===== src/rtl/ifetch.sv =====
// Instruction fetch stage: owns the fetch PC, issues single-outstanding IROM reads and
// buffers responses in a small FIFO toward decode behind a valid/ready handshake.
module ifetch #(
    parameter int          DEPTH    = 2,
    parameter logic [31:0] RESET_PC = 32'h0000_0000
) (
    input  logic        clk,
    input  logic        rst_n,
    input  logic        setup,
    input  logic [31:0] first_addr,
    output logic        irom_req,
    output logic [31:0] irom_addr,
    input  logic [31:0] irom_rdata,
    input  logic        irom_rvalid,
    input  logic        br_taken,
    input  logic [31:0] br_target,
    output logic        instr_valid,
    input  logic        instr_ready,
    output logic [31:0] instr_out,
    output logic [31:0] pc_out
);
    localparam int          PW  = $clog2(DEPTH);
    localparam int          CW  = PW + 1;
    localparam logic [31:0] NOP = 32'h0000_0013;

    typedef enum logic [1:0] {S_SETUP, S_RUN, S_WAIT, S_DISCARD} state_t;

    state_t          state_q, state_d;
    logic [31:0]     pc_q, pc_d;
    logic [31:0]     pc_mem_q  [DEPTH];
    logic [31:0]     pc_mem_d  [DEPTH];
    logic [31:0]     ins_mem_q [DEPTH];
    logic [31:0]     ins_mem_d [DEPTH];
    logic [PW-1:0]   wr_ptr_q, wr_ptr_d, rd_ptr_q, rd_ptr_d;
    logic [CW-1:0]   cnt_q, cnt_d;

    logic            pop, rsp, push, in_wait;
    logic [CW:0]     occ;
    logic [31:0]     pc_plus4;

    assign in_wait  = (state_q == S_WAIT);
    assign rsp      = in_wait & irom_rvalid;
    assign push     = rsp & !br_taken & !setup;
    assign pc_plus4 = pc_q + 32'd4;

    assign instr_valid = (cnt_q != '0) & !br_taken & !setup;
    assign pop         = instr_valid & instr_ready;
    assign instr_out   = instr_valid ? ins_mem_q[rd_ptr_q] : NOP;
    assign pc_out      = instr_valid ? pc_mem_q[rd_ptr_q]  : 32'h0;

    // occ counts the in-flight response so a new request never overruns the buffer
    assign occ      = (CW+1)'(cnt_q) + (CW+1)'(in_wait) - (CW+1)'(pop);
    assign irom_req = ((state_q == S_RUN) | rsp) & (occ < (CW+1)'(DEPTH)) & !br_taken & !setup;

    always_comb begin
        state_d   = state_q;
        pc_d      = pc_q;
        pc_mem_d  = pc_mem_q;
        ins_mem_d = ins_mem_q;
        wr_ptr_d  = wr_ptr_q;
        rd_ptr_d  = rd_ptr_q;
        cnt_d     = cnt_q;
        irom_addr = pc_q;

        if (setup) begin
            state_d  = S_SETUP;
            pc_d     = first_addr & ~32'h3;
            wr_ptr_d = '0;
            rd_ptr_d = '0;
            cnt_d    = '0;
        end else if (br_taken) begin
            pc_d     = br_target & ~32'h3;
            wr_ptr_d = '0;
            rd_ptr_d = '0;
            cnt_d    = '0;
            state_d  = S_RUN;
            // a request still in flight must have its response dropped
            if ((state_q == S_WAIT || state_q == S_DISCARD) && !irom_rvalid)
                state_d = S_DISCARD;
        end else begin
            if (push) begin
                pc_mem_d[wr_ptr_q]  = pc_q;
                ins_mem_d[wr_ptr_q] = irom_rdata;
                wr_ptr_d            = wr_ptr_q + PW'(1);
                pc_d                = pc_plus4;
                irom_addr           = pc_plus4;
            end
            if (pop)
                rd_ptr_d = rd_ptr_q + PW'(1);
            cnt_d = cnt_q + CW'(push) - CW'(pop);

            unique case (state_q)
                S_SETUP:   state_d = S_RUN;
                S_RUN:     if (irom_req) state_d = S_WAIT;
                S_WAIT:    if (irom_rvalid) state_d = irom_req ? S_WAIT : S_RUN;
                S_DISCARD: if (irom_rvalid) state_d = S_RUN;
                default:   state_d = S_SETUP;
            endcase
        end
    end

    always_ff @(posedge clk or negedge rst_n) begin
        if (!rst_n) begin
            state_q  <= S_SETUP;
            pc_q     <= RESET_PC;
            wr_ptr_q <= '0;
            rd_ptr_q <= '0;
            cnt_q    <= '0;
            for (int i = 0; i < DEPTH; i++) begin
                pc_mem_q[i]  <= '0;
                ins_mem_q[i] <= '0;
            end
        end else begin
            state_q   <= state_d;
            pc_q      <= pc_d;
            wr_ptr_q  <= wr_ptr_d;
            rd_ptr_q  <= rd_ptr_d;
            cnt_q     <= cnt_d;
            pc_mem_q  <= pc_mem_d;
            ins_mem_q <= ins_mem_d;
        end
    end

endmodule

===== config.mk =====
export PLATFORM = sky130hd
export DESIGN_NAME = ifetch
export DESIGN_NICKNAME = d
export VERILOG_FILES = /design/src/rtl/ifetch.sv
export SDC_FILE = /design/constraint.sdc
export NUM_CORES = 1
export LEC_CHECK = 0
export ABC_AREA = 1
export BUFFER_PORTS_ARGS = -buffer_cell sky130_fd_sc_hd__buf_2
export CORE_MARGIN = 2
export CORE_UTILIZATION = 24
export CTS_BUF_LIST = sky130_fd_sc_hd__clkbuf_4
export CTS_CLUSTER_SIZE = 40
export DETAILED_ROUTE_END_ITERATION = 16
export HOLD_SLACK_MARGIN = 0.05
export PLACE_DENSITY_LB_ADDON = 0.12
export SLEW_MARGIN = 20
export SYNTH_ARGS = -nofsm -noshare
export SYNTH_HDL_FRONTEND = slang
export SYNTH_SLANG_ARGS = --single-unit

===== constraint.sdc =====
create_clock -name clk -period 3.39 [get_ports clk]
set_clock_uncertainty 0.1 [all_clocks]
set_input_delay 0.1695 -clock clk [delete_from_list [all_inputs] [get_ports clk]]
set_output_delay 0.1695 -clock clk [all_outputs]
set_load 0.01 [all_outputs]

==> summary.txt <==
Critical path
  • Critical Path End Type: output port
  • R2r setup slk: 0.58 ns
  • Crit path top cell by count: inv_1
  • Setup CP Type: in -> out
  • Critical path arrival: 2.82 ns
  • RR Endpoint: pc_q[24]
  • Worst reg2reg path startpoint: state_q[0]
  • R2R depth: 11
  • CP Launch Type: input pin
  • Critical path fanouts, max: 5
  • WP data required: 3.12 ns
  • Max incr delay on CP: ~0.52 ns
  • CP max-delay cell: dlygate4sd3_1
  • CP cell instances: dlygate4sd3_1 -> buf_2 -> nor2_2 -> o21ai_4 -> inv_1 -> nand2_2 -> nand2_1 -> nand3_1 -> fa_1 -> inv_1 -> nor2_1 -> nand4_1 -> inv_1 -> buf_2

Global routing
  • Remaining Overflow, GRT: 0
  • First-pass GRT wire length: 42800 um
  • Largest net degree at the start of global routing: 75
  • Gr usage total: 0.153
  • Antenna violations before repair: 1
  • Vias in the first global route: 7882

Synth
  • Post-synth EDFFs: 0
  • Top FF cell, synth: dfrtp_1
  • Netlist Area Pre-Place: 0.00831 mm2
  • YS warnings: 0
  • Mapped Avg Cell Area: 7.45 um2
  • Register bit count reported by yosys: 160
  • Seq/Total Area, Yosys: 0.482
  • Post-Syn Instances: 1116
  • Yosys cell types: 33
  • Async SR Flop Fraction: 1.00

Detailed routing
  • Routed Antenna Nets: 0
  • Drt drc: 0
  • Iteration count of the initial detailed-routing pass: 5
  • WL per Instance: 14.7 um
  • Drt via density: 4.33
  • Vias: roughly 8000
  • Routed Wire Length: 27400 um
  • DR iter-0 viols: 362

Min path
  • Hold wc startpoint: setup
  • Cells on Worst Hold Path: 6
  • Hold Path Sink: rd_ptr_q
  • Hold Path Class: in -> reg

STA
  • Post-route clock period utilization: 0.910
  • Slew Limit Fails: 0
  • Worst-Margin Slew: 0.984 ns
  • # setup viols final: 0
  • Unrepaired setup endpoints after global routing: false
  • TNS Setup: 0 ns
  • Max Fclk: 324 MHz
  • Fin. Hold Viols: 0
  • Worst slew margin: 0.343
  • Fin crit period: 3.09 ns

Clock network
  • Clock buffer depth: 2
  • Total CTS buffers: 17
  • # H-tree levels: 4
  • Worst skew pair latency: 0.56 ns
  • TritonCTS clock tree: done
  • Clk Tree Root Cell: clkbuf_4
  • Clock-pin slew on the worst setup and hold paths: 0.15 ns
  • Clk sinks: 160

Die
  • Core Box Area: ~0.034 mm2
  • IO Count: 200
  • DIE AREA: 0.0361 mm2
  • Initial Util: 0.242
  • Site row count: 68
  • Die X: 190 um
  • Die height: roughly 190 um

Pwr
  • Overall Power: 0.00422 W
  • Pwr dens: 378 mW/mm2
  • Pleak: 5.53 nW
  • VDD IR max: ~0.16 mV

Layout
  • Final Cell Area: 0.0112 mm2
  • Syn-to-layout area delta: 34.4%
  • Layout cells sized above 1: 0.186
  • Net count, final: 1502

Job
  • Maximum capacitance violations: 0

Status
  • Status: complete, no violations

Placed design
  • RePlAce Congestion: 0.785
  • PortBufs: ~190
  • DP Area: 0.00973 mm2
  • Post-DP HPWL: 18100 um
==> registers in the layout (all words and copies together) (netlist names) <==
register and flops:
state_q 2, rd_ptr_q 1, wr_ptr_q 1, pc_mem_q 60, cnt_q 2, ins_mem_q 64
pc_q 30
==> repair_timing <==
| item | 4_1_cts | 5_1_grt |
|---|---|---|
| endpoints found under the hold margin | 259 | 0 |
| resized for setup | 0 | 6 |
| setup endpoints to repair | 0 | 12 |
| buffers inserted | 0 | 3 |
| hold buffers | 109 | 0 |
==> metal layers <==
layer | GRT usage | wire, um
met5 | 0 | 0
met4 | 0.0400 | 353
met3 | 0.0258 | 1020
met2 | 0.249 | 12600
met1 | 0.210 | 13400
==> logic make-up after synthesis <==
family,after synthesis,synth area share
AOI/OAI and AO/OA,231,0.148
buffers and inverters,182,0.0918
other,1,0.000451
xor gates and xnor gates,3,0.00316
DFF,160,0.482
and+or+nand+nor,532,0.263
adders and majority gates,7,0.0114
==> metrics by stage <==
| step | util | setup WS (ns) | hold slack, ns | instances |
|---|---|---|---|---|
| final | 0.326 | 0.304 | 0.125 | 1862 |
| after global routing | 0.326 | 0.0342 | 0.116 | 1862 |
| after global placement | 0.284 | 0.607 | 0.0876 | 1717 |
| after detailed placement | 0.284 | 0.588 | 0.0782 | 1717 |
| after CTS | 0.324 | 0.0143 | 0.0853 | 1858 |
| after floorplan | - | 0.887 | -0.226 | 1119 |
==> area by class of cell <==
type,instances,area (um2)
inverter,120,450
antenna,1,2.50
multi-input combinational,777,3590
clock inverter,15,145
timing repair buffer,317,2270
tap,455,569
sequential,160,4010
fill,3774,23100
clock buffer,17,128
==> worst max-delay path by stage <==
stage	depth (start not counted)	startpoint	slack, ns	end
2_1_floorplan	14	cnt_q[1]	0.89	state_q[0]
5_1_grt	12	cnt_q[1]	0.03	irom_req
6_report	14	br_taken	0.30	irom_req
3_5_place_dp	15	br_taken	0.59	state_q[0]
4_1_cts	12	state_q[0]	0.01	irom_addr[18]
3_3_place_gp	16	br_taken	0.61	state_q[1]
==> cell usage in the layout (no fill, tap or decap), types with 17 or more instances in the layout <==
cell type      synthesis  routed
o21ai_1               48      47
dfrtp_1              160     158
dlygate4sd3_1          0     108
buf_2                 13     190
clkbuf_4               0      17
nor2_1                37      33
o21ai_0               98      98
a21oi_1               63      63
nand2_1              393     391
nand3_1               72      72
inv_1                117     117
==> worst max-delay path, delay by kind of cell <==
kind | cells | cell delay (ns)
AND/OR/NAND/NOR | 6 | 0.83
AO/OA/AOI/OAI | 1 | 0.09
adder cells (fa/ha/maj) | 1 | 0.49
buffers and inverters | 6 | 1.21
==> synthesized netlist by cell type, drive strengths merged (5+ instances only) <==
library cell  count  share of area
nand2           395           0.18
dfrtp           160           0.48
o21ai           149          0.091
inv             120          0.054
nand3            73          0.045
a21oi            63          0.038
nor2             40          0.021
clkbuf           34          0.015
buf              28          0.022
nand4            14          0.011
a22o             12          0.013
ha                6         0.0090
nor3              5         0.0030
o211ai            5         0.0045
==> power breakdown <==
part	total (W)	switching, W	internal (W)
Sequential	0.00226	0.000134	0.00212
Combinational	0.000797	0.000423	0.000374
Clock	0.00116	0.000731	0.000432
Total	0.00422	0.00129	0.00293
No activity file was read; power rests on OpenSTA's default activity.
